`src/rtl/vga_text_writer_pkg.sv`:
```
// Shared constants, character codes and FSM encoding for the VGA text writer.
package vga_text_writer_pkg;

  localparam int C_AXI_DATA_WIDTH = 32;
  localparam int C_AXI_ADDR_WIDTH = 13;
  localparam int N_COL            = 80;
  localparam int N_ROW            = 30;
  localparam int BUF_WORDS        = 600;  // 80*30 chars / 4 per word
  localparam int ROW_WORDS        = 20;   // 80 chars / 4 per word

  localparam logic [12:0] BUF_BASE   = 13'd4096;
  localparam logic [31:0] SPACE_WORD = 32'h20202020;

  localparam logic [7:0] CH_BS    = 8'h08;
  localparam logic [7:0] CH_LF    = 8'h0A;
  localparam logic [7:0] CH_FF    = 8'h0C;
  localparam logic [7:0] CH_CR    = 8'h0D;
  localparam logic [7:0] CH_PR_LO = 8'h20;
  localparam logic [7:0] CH_PR_HI = 8'h7E;

  typedef enum logic [1:0] {
    ST_CLEAR   = 2'd0,
    ST_IDLE    = 2'd1,
    ST_WRITE   = 2'd2,
    ST_CLR_ROW = 2'd3
  } state_t;

  // Byte address of a character cell; row*80 = row*64 + row*16 kept in 12 bits.
  function automatic logic [12:0] cell_addr(input logic [4:0] row, input logic [6:0] col);
    logic [11:0] lin;
    lin = {1'b0, row, 6'b0} + {3'b0, row, 4'b0} + {5'b0, col};
    return BUF_BASE + {1'b0, lin};
  endfunction

endpackage

```
`src/rtl/vga_text_writer_if.sv`:
```
// Byte-stream input and character-buffer write port of the text writer.
interface vga_text_writer_if;
  import vga_text_writer_pkg::*;

  logic                          in_valid_i;
  logic [7:0]                    in_data_i;
  logic                          in_ready_o;
  logic [C_AXI_ADDR_WIDTH-1:0]   axil_waddr_o;
  logic [C_AXI_DATA_WIDTH-1:0]   axil_wdata_o;
  logic [C_AXI_DATA_WIDTH/8-1:0] axil_wstrb_o;
  logic                          axil_wready_o;

  // Writer side: consumes bytes, initiates buffer writes.
  modport master (
    input  in_valid_i, in_data_i,
    output in_ready_o, axil_waddr_o, axil_wdata_o, axil_wstrb_o, axil_wready_o
  );

  // Environment side: byte source and buffer write target.
  modport slave (
    output in_valid_i, in_data_i,
    input  in_ready_o, axil_waddr_o, axil_wdata_o, axil_wstrb_o, axil_wready_o
  );
endinterface

```
`src/rtl/vga_text_writer_cursor.sv`:
```
// 80x30 text cursor: column/row counters with wrap, plus a one-cycle row_adv
// pulse in the cycle after the row changed (row already holds the new value).
module vga_text_writer_cursor
  import vga_text_writer_pkg::*;
(
  input  logic       clk,
  input  logic       rst,
  input  logic       inc,
  input  logic       dec,
  input  logic       cr,
  input  logic       lf,
  input  logic       home,
  output logic [6:0] col,
  output logic [4:0] row,
  output logic       row_adv
);

  logic       col_last;
  logic       adv;
  logic [4:0] row_nxt;

  // Wrap detection and next-row value (no scrolling, row 29 wraps to 0).
  always_comb begin
    col_last = (col == 7'(N_COL - 1));
    adv      = lf | (inc & col_last);
    row_nxt  = (row == 5'(N_ROW - 1)) ? 5'd0 : row + 5'd1;
  end

  // Cursor registers; home has priority, the commands are otherwise exclusive.
  always_ff @(posedge clk) begin
    if (rst) begin
      col     <= '0;
      row     <= '0;
      row_adv <= 1'b0;
    end else begin
      row_adv <= 1'b0;
      if (home) begin
        col <= '0;
        row <= '0;
      end else begin
        if (adv) begin
          row     <= row_nxt;
          row_adv <= 1'b1;
        end
        if (lf || cr || (inc && col_last)) col <= '0;
        else if (inc)                      col <= col + 7'd1;
        else if (dec && (col != 7'd0))     col <= col - 7'd1;
      end
    end
  end

endmodule

```
`src/rtl/vga_text_writer.sv`:
```
// Byte stream to character-buffer writer. The FSM computes next-cycle bus values
// combinationally and registers them, so every bus output lags its decision by one cycle.
module vga_text_writer
  import vga_text_writer_pkg::*;
(
  input  logic               clk_i,
  input  logic               rst_i,
  vga_text_writer_if.master  bus,
  output logic [6:0]         cur_col_o,
  output logic [4:0]         cur_row_o,
  output logic               busy_o
);

  state_t      state, state_n;
  logic [9:0]  cnt, cnt_n;
  logic        in_ready_n, wready_n, busy_n;
  logic [12:0] waddr_n, row_base;
  logic [31:0] wdata_n;
  logic [3:0]  wstrb_n;
  logic        inc, dec, cr, lf, home, row_adv;
  logic        hs, is_print;
  logic [7:0]  ch;

  vga_text_writer_cursor u_cursor (
    .clk     (clk_i),
    .rst     (rst_i),
    .inc     (inc),
    .dec     (dec),
    .cr      (cr),
    .lf      (lf),
    .home    (home),
    .col     (cur_col_o),
    .row     (cur_row_o),
    .row_adv (row_adv)
  );

  // Next state, burst counter, cursor commands and next bus values.
  always_comb begin
    state_n    = state;
    cnt_n      = cnt;
    in_ready_n = 1'b0;
    wready_n   = 1'b0;
    waddr_n    = '0;
    wdata_n    = '0;
    wstrb_n    = '0;
    inc        = 1'b0;
    dec        = 1'b0;
    cr         = 1'b0;
    lf         = 1'b0;
    home       = 1'b0;
    hs         = bus.in_valid_i & bus.in_ready_o;
    ch         = bus.in_data_i;
    is_print   = (ch >= CH_PR_LO) && (ch <= CH_PR_HI);
    row_base   = cell_addr(cur_row_o, 7'd0);

    case (state)
      ST_CLEAR: begin
        wready_n = 1'b1;
        waddr_n  = BUF_BASE + {1'b0, cnt, 2'b00};
        wdata_n  = SPACE_WORD;
        wstrb_n  = 4'hF;
        if (cnt == 10'(BUF_WORDS - 1)) begin
          cnt_n   = '0;
          state_n = ST_IDLE;
        end else begin
          cnt_n = cnt + 10'd1;
        end
      end

      ST_IDLE: begin
        in_ready_n = 1'b1;
        if (hs) begin
          if (is_print) begin
            in_ready_n = 1'b0;
            wready_n   = 1'b1;
            waddr_n    = cell_addr(cur_row_o, cur_col_o);
            wdata_n    = {4{ch}};
            wstrb_n    = 4'b0001 << waddr_n[1:0];
            inc        = 1'b1;
            state_n    = ST_WRITE;
          end else begin
            case (ch)
              CH_BS: begin
                if (cur_col_o != 7'd0) begin
                  in_ready_n = 1'b0;
                  wready_n   = 1'b1;
                  waddr_n    = cell_addr(cur_row_o, cur_col_o - 7'd1);
                  wdata_n    = SPACE_WORD;
                  wstrb_n    = 4'b0001 << waddr_n[1:0];
                  dec        = 1'b1;
                  state_n    = ST_WRITE;
                end
              end
              CH_CR: cr = 1'b1;
              CH_LF: begin
                in_ready_n = 1'b0;
                lf         = 1'b1;
                cnt_n      = '0;
                state_n    = ST_CLR_ROW;
              end
              CH_FF: begin
                in_ready_n = 1'b0;
                home       = 1'b1;
                cnt_n      = '0;
                state_n    = ST_CLEAR;
              end
              default: ;  // unsupported control codes are dropped
            endcase
          end
        end
      end

      // The write itself was issued on entry; a wrap at col 79 chains straight
      // into the row clear with word 0 in the very next bus cycle.
      ST_WRITE: begin
        if (row_adv) begin
          wready_n = 1'b1;
          waddr_n  = row_base;
          wdata_n  = SPACE_WORD;
          wstrb_n  = 4'hF;
          cnt_n    = 10'd1;
          state_n  = ST_CLR_ROW;
        end else begin
          in_ready_n = 1'b1;
          state_n    = ST_IDLE;
        end
      end

      ST_CLR_ROW: begin
        wready_n = 1'b1;
        waddr_n  = row_base + {1'b0, cnt, 2'b00};
        wdata_n  = SPACE_WORD;
        wstrb_n  = 4'hF;
        if (cnt == 10'(ROW_WORDS - 1)) begin
          cnt_n   = '0;
          state_n = ST_IDLE;
        end else begin
          cnt_n = cnt + 10'd1;
        end
      end

      default: state_n = ST_CLEAR;
    endcase

    busy_n = wready_n | (state_n != ST_IDLE);
  end

  // State and registered bus outputs; reset abandons any burst and restarts CLEAR.
  always_ff @(posedge clk_i) begin
    if (rst_i) begin
      state             <= ST_CLEAR;
      cnt               <= '0;
      bus.in_ready_o    <= 1'b0;
      bus.axil_wready_o <= 1'b0;
      bus.axil_waddr_o  <= '0;
      bus.axil_wdata_o  <= '0;
      bus.axil_wstrb_o  <= '0;
      busy_o            <= 1'b0;
    end else begin
      state             <= state_n;
      cnt               <= cnt_n;
      bus.in_ready_o    <= in_ready_n;
      bus.axil_wready_o <= wready_n;
      bus.axil_waddr_o  <= waddr_n;
      bus.axil_wdata_o  <= wdata_n;
      bus.axil_wstrb_o  <= wstrb_n;
      busy_o            <= busy_n;
    end
  end

endmodule

```
`src/flat_wrapper.sv`:
```
// flat-port wrapper written by rule: the top's interface ports become plain ports
module vga_text_writer_flat import vga_text_writer_pkg::*;
  (clk_i, rst_i, cur_col_o, cur_row_o, busy_o, bus_in_valid_i, bus_in_data_i, bus_in_ready_o, bus_axil_waddr_o, bus_axil_wdata_o, bus_axil_wstrb_o, bus_axil_wready_o);
  vga_text_writer_if bus_i ();
  input  logic clk_i;
  input  logic rst_i;
  output logic [6:0] cur_col_o;
  output logic [4:0] cur_row_o;
  output logic busy_o;
  input wire logic [$bits(bus_i.in_valid_i)-1:0] bus_in_valid_i;
  input wire logic [$bits(bus_i.in_data_i)-1:0] bus_in_data_i;
  output wire logic [$bits(bus_i.in_ready_o)-1:0] bus_in_ready_o;
  output wire logic [$bits(bus_i.axil_waddr_o)-1:0] bus_axil_waddr_o;
  output wire logic [$bits(bus_i.axil_wdata_o)-1:0] bus_axil_wdata_o;
  output wire logic [$bits(bus_i.axil_wstrb_o)-1:0] bus_axil_wstrb_o;
  output wire logic [$bits(bus_i.axil_wready_o)-1:0] bus_axil_wready_o;
  assign bus_i.in_valid_i = bus_in_valid_i;
  assign bus_i.in_data_i = bus_in_data_i;
  assign bus_in_ready_o = bus_i.in_ready_o;
  assign bus_axil_waddr_o = bus_i.axil_waddr_o;
  assign bus_axil_wdata_o = bus_i.axil_wdata_o;
  assign bus_axil_wstrb_o = bus_i.axil_wstrb_o;
  assign bus_axil_wready_o = bus_i.axil_wready_o;
  vga_text_writer u_core (.clk_i(clk_i), .rst_i(rst_i), .bus(bus_i), .cur_col_o(cur_col_o), .cur_row_o(cur_row_o), .busy_o(busy_o));
endmodule
```
`config.mk`:
```
export PLATFORM = sky130hd
export DESIGN_NAME = vga_text_writer_flat
export DESIGN_NICKNAME = d
export VERILOG_FILES = /design/src/rtl/vga_text_writer_pkg.sv /design/src/rtl/vga_text_writer_if.sv /design/src/rtl/vga_text_writer_cursor.sv /design/src/rtl/vga_text_writer.sv /design/src/flat_wrapper.sv
export SDC_FILE = /design/constraint.sdc
export NUM_CORES = 1
export LEC_CHECK = 0
export ABC_AREA = 1
export BUFFER_PORTS_ARGS = -buffer_cell sky130_fd_sc_hd__buf_4
export CAP_MARGIN = 20
export CORE_MARGIN = 3
export CORE_UTILIZATION = 35
export DETAILED_ROUTE_END_ITERATION = 6
export GPL_TIMING_DRIVEN = 0
export PLACE_DENSITY_LB_ADDON = 0.08
export SLEW_MARGIN = 20
export SYNTH_ARGS = -nofsm -noshare
export SYNTH_HDL_FRONTEND = slang
export SYNTH_SLANG_ARGS = --single-unit
```
`constraint.sdc`:
```
create_clock -name clk_i -period 5.8 [get_ports clk_i]
set_clock_uncertainty 0.05 [all_clocks]
set_input_delay 0.58 -clock clk_i [delete_from_list [all_inputs] [get_ports clk_i]]
set_output_delay 0.58 -clock clk_i [all_outputs]
set_load 0.01 [all_outputs]
```
==> impl_summary.md <==
Clock network
No sink is reached through more buffers than the 2 on the longest clock path. The clock input transition at the sequential cells of the worst setup and hold paths is roughly 0.070 ns. In this run the clock root is driven by a sky130_fd_sc_hd__clkbuf_16.

The post-cts resize count is 0. The number of sinks handled by clock tree synthesis is 53. Clock latency on the worst-skew pair, taken at its later pin, is ~0.31 ns.

In this run, post-CTS hold repair placed 0 buffers. The TritonCTS clock tree is built. The number of H-tree branching levels is 2.

The post-CTS setup-driven buffer insertion count is 0. Buffers inserted during clock tree synthesis total 5.

Pwr
The internal power of the cells is between 0.5 and 0.6 mW. In this run the power spent charging and discharging nets is between 0.2 and 0.25 mW. The part of the total power dissipated in the clock network is 37.4%. The peak supply drop is between 0.00009 and 0.0001 V.

The proportion of power drawn by flip-flops and latches is approximately 47%. After layout, the design draws a total of a little over 0.8 mW. The leakage dissipation is between 2 and 2.5 nW. Of the total power, combinational logic draws roughly 15%. The cell area power density is around 160 mW/mm². In this run switching power makes up about 28% of total power.

Place
Routability-driven placement finished with a final weighted congestion of between 0.9 and 1. The placed wire-length estimate is a little under 10000 µm. In this run the tool buffered the top-level ports with between 70 and 80 buffer cells. The number of instances in the placed design is approximately 840.

Global routing
The number of antenna violations at the first check in global routing is 0. The first global-routing pass estimated 20300 µm of wire. Entering global routing, the biggest net connects 17 pins. The number of global-route vias before repair is ~4k.

In the global route stage, overall resource usage came out at 19.3%. After global routing the overflow that remains totals 0.

Critical path
The worst setup path is captured at a flop. Counting stages on the worst path, the most repeated cell is sky130_fd_sc_hd__inv_1. The data arrival time of the critical path is 3.32 ns. The type of the worst setup path is flop to flop. The delay contributed by the slowest stage of the critical path is 0.71 ns. Among all stages on the critical path, the largest delay is contributed by sky130_fd_sc_hd__dfxtp_1.

At the worst endpoint, the required time is just under 6 ns. The element type at the critical path start is a flop. In this run the worst path has a maximum fanout of 13.

The signal on the critical path passes through inv_1 -> fa_1 -> inv_1 -> ha_1 -> a21oi_1 -> o211ai_1 -> nor2_1 -> o21bai_1 -> inv_1 -> a21oi_1.

Floorplan
The initialized floorplan defines 39 standard-cell rows. The initial core utilization is 36.3%. After floorplanning, the core was sized to cover between 0.01 and 0.015 mm².

Measured along the y axis, the die boundary spans approximately 120 µm. The floorplan step defined a die boundary enclosing 0.0133 mm². The die is 116 µm wide. The boundary pin count is 75.

Logic synthesis
Summing every instance area after synthesis gives around 0.0042 mm². The top cell type by area accounts for about a quarter of the synthesized area. The number of library cell types mapped by synthesis is between 40 and 50.

Synthesis inferred 53 register bits. A synthesized cell averages roughly 6.7 µm². During synthesis, Yosys emitted a total of 0 warnings. Of all flip-flops after synthesis, the portion carrying an async set or reset was 0%. The number of enable flip-flop cells after synthesis is 0. Among all flip-flop cells after synthesis, the most frequent one is sky130_fd_sc_hd__dfxtp_1.

The number of standard cells after synthesis is approximately 630. Counting every net in the synthesized netlist gives just under 700. The cell type with the largest total area after synthesis is sky130_fd_sc_hd__dfxtp_1.

Yosys attributes the largest share of cell area to sky130_fd_sc_hd__dfxtp_1 25%, sky130_fd_sc_hd__nand2_1 12%, sky130_fd_sc_hd__ha_1 9.2%. Sequential elements use around 25% of the synthesized area.

Cells and area
The diode insertion count for antenna repair is 0. After filler insertion, the fill cell instance count of the layout stands at between 1k and 1.5k. The most common library cell in the layout ignoring fill and taps is sky130_fd_sc_hd__nand2_1. The share of post-route cells with drive strength above 1 is approximately 21%. The count of nets after finishing is about 750. Leaving out fill and tap cells, the most frequent cells in the layout are 138 x sky130_fd_sc_hd__nand2_1, 99 x sky130_fd_sc_hd__buf_4, 81 x sky130_fd_sc_hd__inv_1. Compared with the post-synthesis result, the final layout area differs by 20.7%. The count of non-filler cells in the finished layout is 851.

Routing
Dividing the detail-routed wire length by the instance count gives 14.4 µm. The detailed router placed between 4k and 5k vias in this run. The aggregate routed wire length is 12300 µm. Dividing the detail-routed via count by the number of cells gives between 4 and 5. After detailed routing, the number of remaining DRC violations is 0. The detailed router finished its first iteration with around 270 violations. Once detail routing completed, the nets flagged for antenna violations numbered 0.

The detailed-router iteration count before antenna repair is 4.

STA
For the pin with the worst max-slew slack, the measured transition is between 0.6 and 0.7 ns. The final-report max-slew violation count is 0. Setup violations remaining at the end of the flow were counted as 0. In this run the tightest slew margin relative to its limit is 59.7%. The shortest clock period the worst path allows after layout is approximately 3.2 ns. The highest achievable clock rate is 316 MHz. After routing, the total negative slack on setup checks comes to 0 ns. The final hold violation count was 0. The post-route clock period utilization is around 54%. Setup repair after global routing left no endpoint under its margin.

Hold path
The path class of the lowest-slack min-delay path is primary input to flop.

Run
Across the run, the number of max-cap violations was 0.

Status
The flow ran to the end, and the final reports show no timing, DRC or antenna violations.
metrics by stage:
stage	setup slack, ns	hold WS, ns	utilization, %	area [µm²]
finish	2.64	0.488	43.8	5070
global route	2.29	0.487	43.8	5070
CTS	2.62	0.482	43.8	5070
detailed placement	2.64	0.494	42.6	4920
global placement	2.71	0.473	42.6	4920
floorplan	3.09	0.441	-	4200
cell families (layout without fill, tap and decap cells):
group | after synthesis | after routing | synth area share [%]
flip-flops | 53 | 53 | 25.3
AO/OA/AOI/OAI | 102 | 102 | 13.6
buffers and inverters | 126 | 207 | 14.1
other | 1 | 1 | 0.0893
adder cells (fa/ha/maj) | 35 | 35 | 11.1
XOR/XNOR | 15 | 15 | 3.13
AND/OR/NAND/NOR | 295 | 295 | 32.7
state kept, by name, summed over array words and instances (netlist names):
| signal | flops |
|---|---|
| u_core.bus.axil_waddr_o | 13 |
| u_core.bus.axil_wdata_o | 8 |
| u_core.bus.axil_wready_o | 1 |
| u_core.bus.axil_wstrb_o | 4 |
| u_core.bus.in_ready_o | 1 |
| u_core.busy_o | 1 |
| u_core.cnt | 10 |
| u_core.state | 2 |
| u_core.u_cursor.col | 7 |
| u_core.u_cursor.row | 5 |
| u_core.u_cursor.row_adv | 1 |
Yosys cell counts, drive strengths merged (2+ instances only):
library cell and instances:
nor2 66, dfxtp 53, nand4 18, o22ai 3, nand3 42, xor2 10
nand2 144, o21bai 2, o211ai 4, fa 4, ha 31, nor3 21
inv 88, a21oi 43, clkbuf 6, buf 31, o21ai 38, a22oi 3
a31oi 4, xnor2 5
cell type report:
cell class	count	area (µm²)	share of cell area, %
Buffer	37	255	5.04
Clock buffer	6	129	2.54
Clock inverter	2	13.8	0.272
Inverter	89	338	6.67
Multi-Input combinational cell	448	2540	50.2
Sequential cell	53	1060	20.9
Tap cell	143	179	3.53
Timing Repair Buffer	73	548	10.8
worst max-delay path, delay by kind of cell (launching register included):
kind	cells	cell delay [ns]
AND/OR/NAND/NOR	1	0.07
buffers and inverters	3	0.47
flip-flops	1	0.71
AO/OA/AOI/OAI	4	0.70
adder cells (fa/ha/maj)	2	1.08
power groups by stage:
stage                     Clock (mW)  Combinational, mW  Sequential (mW)
final                          0.308              0.127            0.390
after detailed placement           0              0.128            0.399
after floorplan                    0             0.0680            0.403
after global routing           0.335              0.141            0.392
after CTS                      0.321              0.128            0.390
after global placement             0              0.127            0.398
per-layer routing:
metal	vias to the layer above	share of wire [%]	global-route usage (%)
met1	1934	46	25.2
li1	2179	-	-
met3	10	5.1	3.45
met4	0	1.3	4.77
met5	-	0	0
met2	109	48	33.0
final timing paths:
path / slack, ns / to / startpoint / cells past startpoint
setup / recovery: 2.64 / u_core.bus.axil_waddr_o[10] / u_core.u_cursor.row[1] / 10
hold / removal: 0.49 / u_core.bus.axil_wdata_o[26] / bus_in_data_i[2] / 3
setup reg to reg: 2.64 / u_core.bus.axil_waddr_o[10] / u_core.u_cursor.row[1] / 10
hold reg to reg: 0.51 / u_core.u_cursor.col[3] / u_core.u_cursor.col[3] / 2
Note: power is estimated with default switching activity, not from simulation.
